--- src/rtl/reaction_pkg.sv ---
// reaction_pkg: shared types and constants for the reaction-test controller.
// Provides the controller state and display message encodings, the LFSR tap mask
// and a helper that maps a state to the message code shown by the display driver.
package reaction_pkg;

  typedef enum logic [2:0] {
    IDLE    = 3'd0,
    WAIT    = 3'd1,
    RUN     = 3'd2,
    DONE    = 3'd3,
    EARLY   = 3'd4,
    TIMEOUT = 3'd5
  } state_t;

  typedef enum logic [1:0] {
    NUM = 2'd0,
    HI  = 2'd1,
    ERR = 2'd2,
    SLO = 2'd3
  } msg_t;

  // Right-shifting Fibonacci LFSR: taps 16,14,13,11 counted from the output end
  // are bits 0,2,3,5 of the register.
  localparam logic [15:0] LFSR_TAPS = 16'h002D;

  function automatic msg_t state_msg(input state_t s);
    case (s)
      IDLE:    return HI;
      EARLY:   return ERR;
      TIMEOUT: return SLO;
      default: return NUM;
    endcase
  endfunction

endpackage

--- src/rtl/reaction_ctrl_n_bcd.sv ---
// bcd_counter: N_DIGITS-digit saturating BCD counter with ripple carry.
// Ports: clk, rst_n (async active-low), clr_i (zero, wins over inc_i),
//        inc_i (add one unless at all-9s), bcd_o (packed digits, digit 0 in [3:0]), max_o.
module bcd_counter #(
  parameter int N_DIGITS = 4
) (
  input  logic                  clk,
  input  logic                  rst_n,
  input  logic                  clr_i,
  input  logic                  inc_i,
  output logic [4*N_DIGITS-1:0] bcd_o,
  output logic                  max_o
);

  localparam logic [4*N_DIGITS-1:0] ALL9 = {N_DIGITS{4'h9}};

  logic [4*N_DIGITS-1:0] cnt_q, cnt_d;
  logic                  carry;

  assign max_o = (cnt_q == ALL9);
  assign bcd_o = cnt_q;

  always_comb begin
    cnt_d = cnt_q;
    carry = inc_i && !max_o;
    if (clr_i) begin
      cnt_d = '0;
      carry = 1'b0;
    end
    // Each digit that is already 9 wraps to 0 and passes the carry upward.
    for (int i = 0; i < N_DIGITS; i++) begin
      if (carry) begin
        if (cnt_q[4*i +: 4] == 4'd9) begin
          cnt_d[4*i +: 4] = 4'd0;
        end else begin
          cnt_d[4*i +: 4] = cnt_q[4*i +: 4] + 4'd1;
          carry = 1'b0;
        end
      end
    end
  end

  always_ff @(posedge clk or negedge rst_n) begin
    if (!rst_n) cnt_q <= '0;
    else        cnt_q <= cnt_d;
  end

endmodule

--- src/rtl/reaction_ctrl_n.sv ---
// reaction_ctrl_n: reaction-test controller with random start delay, early/timeout detection
// and best-time register. Inputs: start_i/clear_i/stop_i debounced levels (rising edge acts).
// Outputs (all registered): led_o, digits_o (BCD), msg_o (0 NUM,1 HI,2 ERR,3 SLO), best_o, new_best_o.
module reaction_ctrl_n
  import reaction_pkg::*;
#(
  parameter int          CLK_HZ       = 100_000_000,
  parameter int          N_DIGITS     = 4,
  parameter int          MIN_DELAY_MS = 2000,
  parameter int          RAND_W       = 11,
  parameter logic [15:0] LFSR_SEED    = 16'hACE1
) (
  input  logic                  clk,
  input  logic                  rst_n,
  input  logic                  start_i,
  input  logic                  clear_i,
  input  logic                  stop_i,
  output logic                  led_o,
  output logic [4*N_DIGITS-1:0] digits_o,
  output logic [1:0]            msg_o,
  output logic [4*N_DIGITS-1:0] best_o,
  output logic                  new_best_o
);

  localparam int PRESC = CLK_HZ / 1000;
  localparam int PW    = $clog2(PRESC);
  localparam int MSW   = RAND_W + $clog2(MIN_DELAY_MS) + 1;
  localparam logic [4*N_DIGITS-1:0] ALL9 = {N_DIGITS{4'h9}};

  state_t                state_q, state_d;
  logic                  start_q, clear_q, stop_q;
  logic [15:0]           lfsr_q, lfsr_d;
  logic [PW-1:0]         presc_q, presc_d;
  logic [MSW-1:0]        ms_q, ms_d, delay_q, delay_d, ms_inc;
  logic [4*N_DIGITS-1:0] best_q, best_d, cnt;
  logic                  new_best_q, new_best_d, led_q, led_d;
  msg_t                  msg_q, msg_d;
  logic                  start_ev, clear_ev, stop_ev, tick, entering;
  logic                  cnt_clr, cnt_inc, cnt_max;

  assign start_ev = start_i & ~start_q;
  assign clear_ev = clear_i & ~clear_q;
  assign stop_ev  = stop_i  & ~stop_q;
  assign tick     = (presc_q == PW'(PRESC - 1));
  assign ms_inc   = ms_q + MSW'(1);

  bcd_counter #(.N_DIGITS(N_DIGITS)) u_cnt (
    .clk   (clk),
    .rst_n (rst_n),
    .clr_i (cnt_clr),
    .inc_i (cnt_inc),
    .bcd_o (cnt),
    .max_o (cnt_max)
  );

  // Event priority everywhere: clear > stop > start/tick.
  always_comb begin
    state_d = state_q;
    case (state_q)
      IDLE: if (!clear_ev && start_ev) state_d = WAIT;
      WAIT: begin
        if (clear_ev)                     state_d = IDLE;
        else if (stop_ev)                 state_d = EARLY;
        else if (tick && ms_inc == delay_q) state_d = RUN;
      end
      RUN: begin
        if (clear_ev)            state_d = IDLE;
        else if (stop_ev)        state_d = DONE;
        else if (tick && cnt_max) state_d = TIMEOUT;
      end
      DONE, EARLY, TIMEOUT: begin
        if (clear_ev)      state_d = IDLE;
        else if (start_ev) state_d = WAIT;
      end
      default: state_d = IDLE;
    endcase
  end

  // The BCD counter register doubles as the digit display: it is zeroed on entry to
  // every state that shows 0, holds in DONE, and is already saturated at all-9s in TIMEOUT.
  always_comb begin
    entering   = (state_d != state_q);
    lfsr_d     = {^(lfsr_q & LFSR_TAPS), lfsr_q[15:1]};
    presc_d    = ((entering && (state_d == WAIT || state_d == RUN)) || tick) ? '0 : presc_q + PW'(1);
    ms_d       = ms_q;
    delay_d    = delay_q;
    if (entering && state_d == WAIT) begin
      ms_d    = '0;
      delay_d = MSW'(MIN_DELAY_MS) + MSW'(lfsr_q[RAND_W-1:0]);
    end else if (state_q == WAIT && tick) begin
      ms_d = ms_inc;
    end
    cnt_clr    = entering && (state_d == IDLE || state_d == WAIT || state_d == EARLY || state_d == RUN);
    cnt_inc    = (state_q == RUN) && (state_d == RUN) && tick;
    best_d     = best_q;
    new_best_d = 1'b0;
    if (state_q == IDLE && clear_ev) begin
      best_d = ALL9;
    end else if (state_q == RUN && state_d == DONE && cnt < best_q) begin
      // Stop suppresses the tick, so cnt is already the final time.
      best_d     = cnt;
      new_best_d = 1'b1;
    end
    led_d      = (state_d == RUN);
    msg_d      = state_msg(state_d);
  end

  always_ff @(posedge clk or negedge rst_n) begin
    if (!rst_n) begin
      state_q    <= IDLE;
      start_q    <= 1'b0;
      clear_q    <= 1'b0;
      stop_q     <= 1'b0;
      lfsr_q     <= LFSR_SEED;
      presc_q    <= '0;
      ms_q       <= '0;
      delay_q    <= '0;
      best_q     <= ALL9;
      new_best_q <= 1'b0;
      led_q      <= 1'b0;
      msg_q      <= HI;
    end else begin
      state_q    <= state_d;
      start_q    <= start_i;
      clear_q    <= clear_i;
      stop_q     <= stop_i;
      lfsr_q     <= lfsr_d;
      presc_q    <= presc_d;
      ms_q       <= ms_d;
      delay_q    <= delay_d;
      best_q     <= best_d;
      new_best_q <= new_best_d;
      led_q      <= led_d;
      msg_q      <= msg_d;
    end
  end

  assign led_o      = led_q;
  assign digits_o   = cnt;
  assign msg_o      = msg_q;
  assign best_o     = best_q;
  assign new_best_o = new_best_q;

endmodule

--- config.mk ---
export PLATFORM = sky130hd
export DESIGN_NAME = reaction_ctrl_n
export DESIGN_NICKNAME = d
export VERILOG_FILES = /design/src/rtl/reaction_pkg.sv /design/src/rtl/reaction_ctrl_n_bcd.sv /design/src/rtl/reaction_ctrl_n.sv
export SDC_FILE = /design/constraint.sdc
export NUM_CORES = 1
export LEC_CHECK = 0
export CAP_MARGIN = 30
export CORE_ASPECT_RATIO = 0.6
export CORE_MARGIN = 2
export CORE_UTILIZATION = 55
export DETAILED_ROUTE_END_ITERATION = 7
export PLACE_DENSITY = 0.78
export SYNTH_ARGS = -nofsm -noshare
export SYNTH_HDL_FRONTEND = slang
export SYNTH_HIERARCHICAL = 1
export SYNTH_SLANG_ARGS = --single-unit
--- constraint.sdc ---
create_clock -name clk -period 7.8 [get_ports clk]
set_input_delay 0.78 -clock clk [delete_from_list [all_inputs] [get_ports clk]]
set_output_delay 0.78 -clock clk [all_outputs]
set_load 0.03 [all_outputs]
==> metrics <==
cell-internal power=~0.00085 W; # IOs=41; initial antenna violation count=0; setup TNS=0 ps; most common cell after layout, fill and taps aside=dfrtp_1; Slew HR=0.5304; PD cells=roughly 160 nW/um^2; Distinct cells, synth=72; Yosys Warn Count=6; Starting Density=0.5600; # port buffers=40; cell depth of the worst setup path=12; die width=between 100 and 150 microns; Worst path top cell family by delay=simple AND/OR/NAND/NOR gates; fin crit period=4253 ps; Reg power frac=0.529; hold path cells=0; Root Buffer=clkbuf_16; Fill cells=930; Synth-to-Final Area Change=12.27%; r2r worst-path depth=12; CTS resizes=0; synth top area cells=dfrtp_1 37%, dfstp_2 7.1%, ha_1 5.2%; Initial DRC Count=~540; number of buffers created by CTS=9; nets=about 700; Reg clk slew, reported paths=around 70 ps; combinational power share=0.094; Post-synth EDFFs=0; switch share=0.2584; Routed WL=around 14 mm; Crit path arrival time=roughly 4500 ps; required time of the critical path=8040 ps; row count=30; Syn Inst Count=around 640; post-CTS setup buffers=0; GRT overflow=0; Crit path top cell by count=nand4_1; RSZ-0062 raised after global routing=no; worst-margin pin slew=704.3 ps; CP max-delay cell=nor4_1; Core ar.=about 11000 sq um; Async SR Flop Fraction=1.000; Setup crit start kind=flop; # DRC=0; DR WL/cell=17.40 microns; via/cell ratio=about 6; max cap viols=0; worst-path maximum fanout=8; HPWL reported at the end of detailed placement=10.05 mm; total clock sinks=110; Crit path buffers/inverters=1; Avg Synthesized Cell Area=approximately 9.8 sq um; clk buf depth=2; Netlist Area Pre-Place=~6300 sq um; critical setup path kind=flop to flop; share of cells above drive strength 1=0.1174; Mapped Nets=670; Worst Setup Slack post-DPL=3005 ps; top-area cell type share of the netlist area=0.3716; GR Util All Layers=0.2426; Fmax=approximately 0.24 GHz; GPL Wtd Cong=around 0.9; Hold Violations, Final=0; CP Capture Type=flop; period utilization=0.5453; routed via count=4879; status=complete, no violations; Die Area=12290 sq um; #FFs+latches synth=110; HP Class=flop to flop; Clock Power Share=0.377; ANT nets after route=0; Sw Pwr=just under 0.0003 W; CP cell instances=ha_1 > nand4_1 > nor4_1 > nand4_1 > a2bb2oi_1 > nand4_1 > a211oi_1 > buf_2 > nand4b_4 > nor4b_4 > nand4_1 > mux2_1; drt pass-1 iters=5; Synth Flop Type=dfrtp_1; Worst Slack Setup Final=between 3000 and 4000 ps; vias in the first global route=about 4600; P_leak=~3.2 nW; Inserted Diodes=0; max-slew violation count=0; CTS tree=done; leading cell types in the layout, fill and taps excluded=93 x dfrtp_1, 82 x nor2_1, 39 x clkdlybuf4s50_1; sequential area share after synthesis=0.4429; first-pass GRT wire length=23.53 mm; CTS H-tree lvls=3; post-synth top area cell=dfrtp_1; VDD IR max=roughly 0.12 mV; clock skew=6.627 ps; worst skew pair latency=around 350 ps; # hold bufs at CTS=0; slowest cell delay on critical path=roughly 710 ps; largest net degree at the start of global routing=between 50 and 60; Final Setup Violations=0; chip height=between 80 and 90 microns
[final cells by class]
type | count | area, sq um | share of cell area
multi-input combinational | 464 | 3224 | 0.4585
sequential | 110 | 2774 | 0.3945
timing repair buffer | 45 | 432.9 | 0.06157
clock buffer | 11 | 242.7 | 0.03452
tap | 144 | 180.2 | 0.02562
inverter | 38 | 142.6 | 0.02028
clock inverter | 5 | 35.03 | 0.004982
[power groups by stage]
| stage | registers (W) | logic [W] | clock network [W] |
|---|---|---|---|
| final | 0.000609 | 0.000108 | 0.000434 |
| after global routing | 0.000611 | 0.000120 | 0.000462 |
| after CTS | 0.000608 | 0.000109 | 0.000441 |
| after detailed placement | 0.000619 | 0.000108 | 0 |
| after global placement | 0.000617 | 0.000102 | 0 |
| after floorplan | 0.000615 | 0.0000719 | 0 |
[metal layers]
metal / part of all wire / track usage
met1: 0.48 / 0.3680
met2: 0.45 / 0.3650
met3: 0.057 / 0.04309
met4: 0.0079 / 0.05545
met5: 0 / 0
[cells by family after synthesis]
kind of cell,share of synthesized area
AND/OR/NAND/NOR,0.2301
flip-flops,0.4429
AO/OA/AOI/OAI,0.09628
buffers and inverters,0.04395
XOR/XNOR,0.08949
multiplexers,0.04535
adder cells (fa/ha/maj),0.05194
[cell usage after synthesis, drive strengths merged (3+ instances only)]
cell and number:
nand2 37, o211ai 3, mux2 16, and3 11, o21a 3, inv 38, nand4b 3, nor4b 3
and2 4, nor4 7, nor2b 7, nand2b 6, ha 26, buf 10, clkbuf 17, nor2 82
or4 6, and4 4, xor2 27, a21oi 31, nand4 24, dfrtp 93, a211oi 9, mux2i 10
nand3b 8, nand3 18, xnor2 37, nor3b 7, dfstp 17, nor3 23, a31o 3, o21ai 14
[state kept, by name (all words and copies together) (netlist names)]
| signal | flops |
|---|---|
| ms_q | 23 |
| presc_q | 17 |
| best_o | 16 |
| lfsr_q | 16 |
| u_cnt/bcd_o | 16 |
| delay_q | 12 |
| state_q | 3 |
| msg_o | 2 |
| clear_q | 1 |
| led_o | 1 |
| new_best_o | 1 |
| start_q | 1 |
| stop_q | 1 |
[stage by stage]
| stage | total power [W] | utilization | hold WS (ps) | area (sq um) | instances |
|---|---|---|---|---|---|
| after floorplan | 0.0006873 | - | 333.0 | 6264 | 639 |
| after global placement | 0.0007189 | 0.6034 | 333.8 | 6749 | 800 |
| after detailed placement | 0.0007268 | 0.6034 | 344.0 | 6749 | 800 |
| after CTS | 0.001159 | 0.6282 | 356.2 | 7027 | 816 |
| after global routing | 0.001193 | 0.6286 | 354.6 | 7032 | 817 |
| final | 0.001150 | 0.6286 | 354.9 | 7032 | 817 |
[final timing paths]
check,from,endpoint,slack [ps]
max,ms_q[0],u_cnt/bcd_o[15],3550
min,lfsr_q[14],lfsr_q[13],350
max reg2reg,ms_q[0],u_cnt/bcd_o[15],3550
min reg2reg,lfsr_q[14],lfsr_q[13],350
max in group asynchronous,rst_n,u_cnt/bcd_o[1],6160
min in group asynchronous,rst_n,lfsr_q[1],470
(Power assumes the default switching activity.)
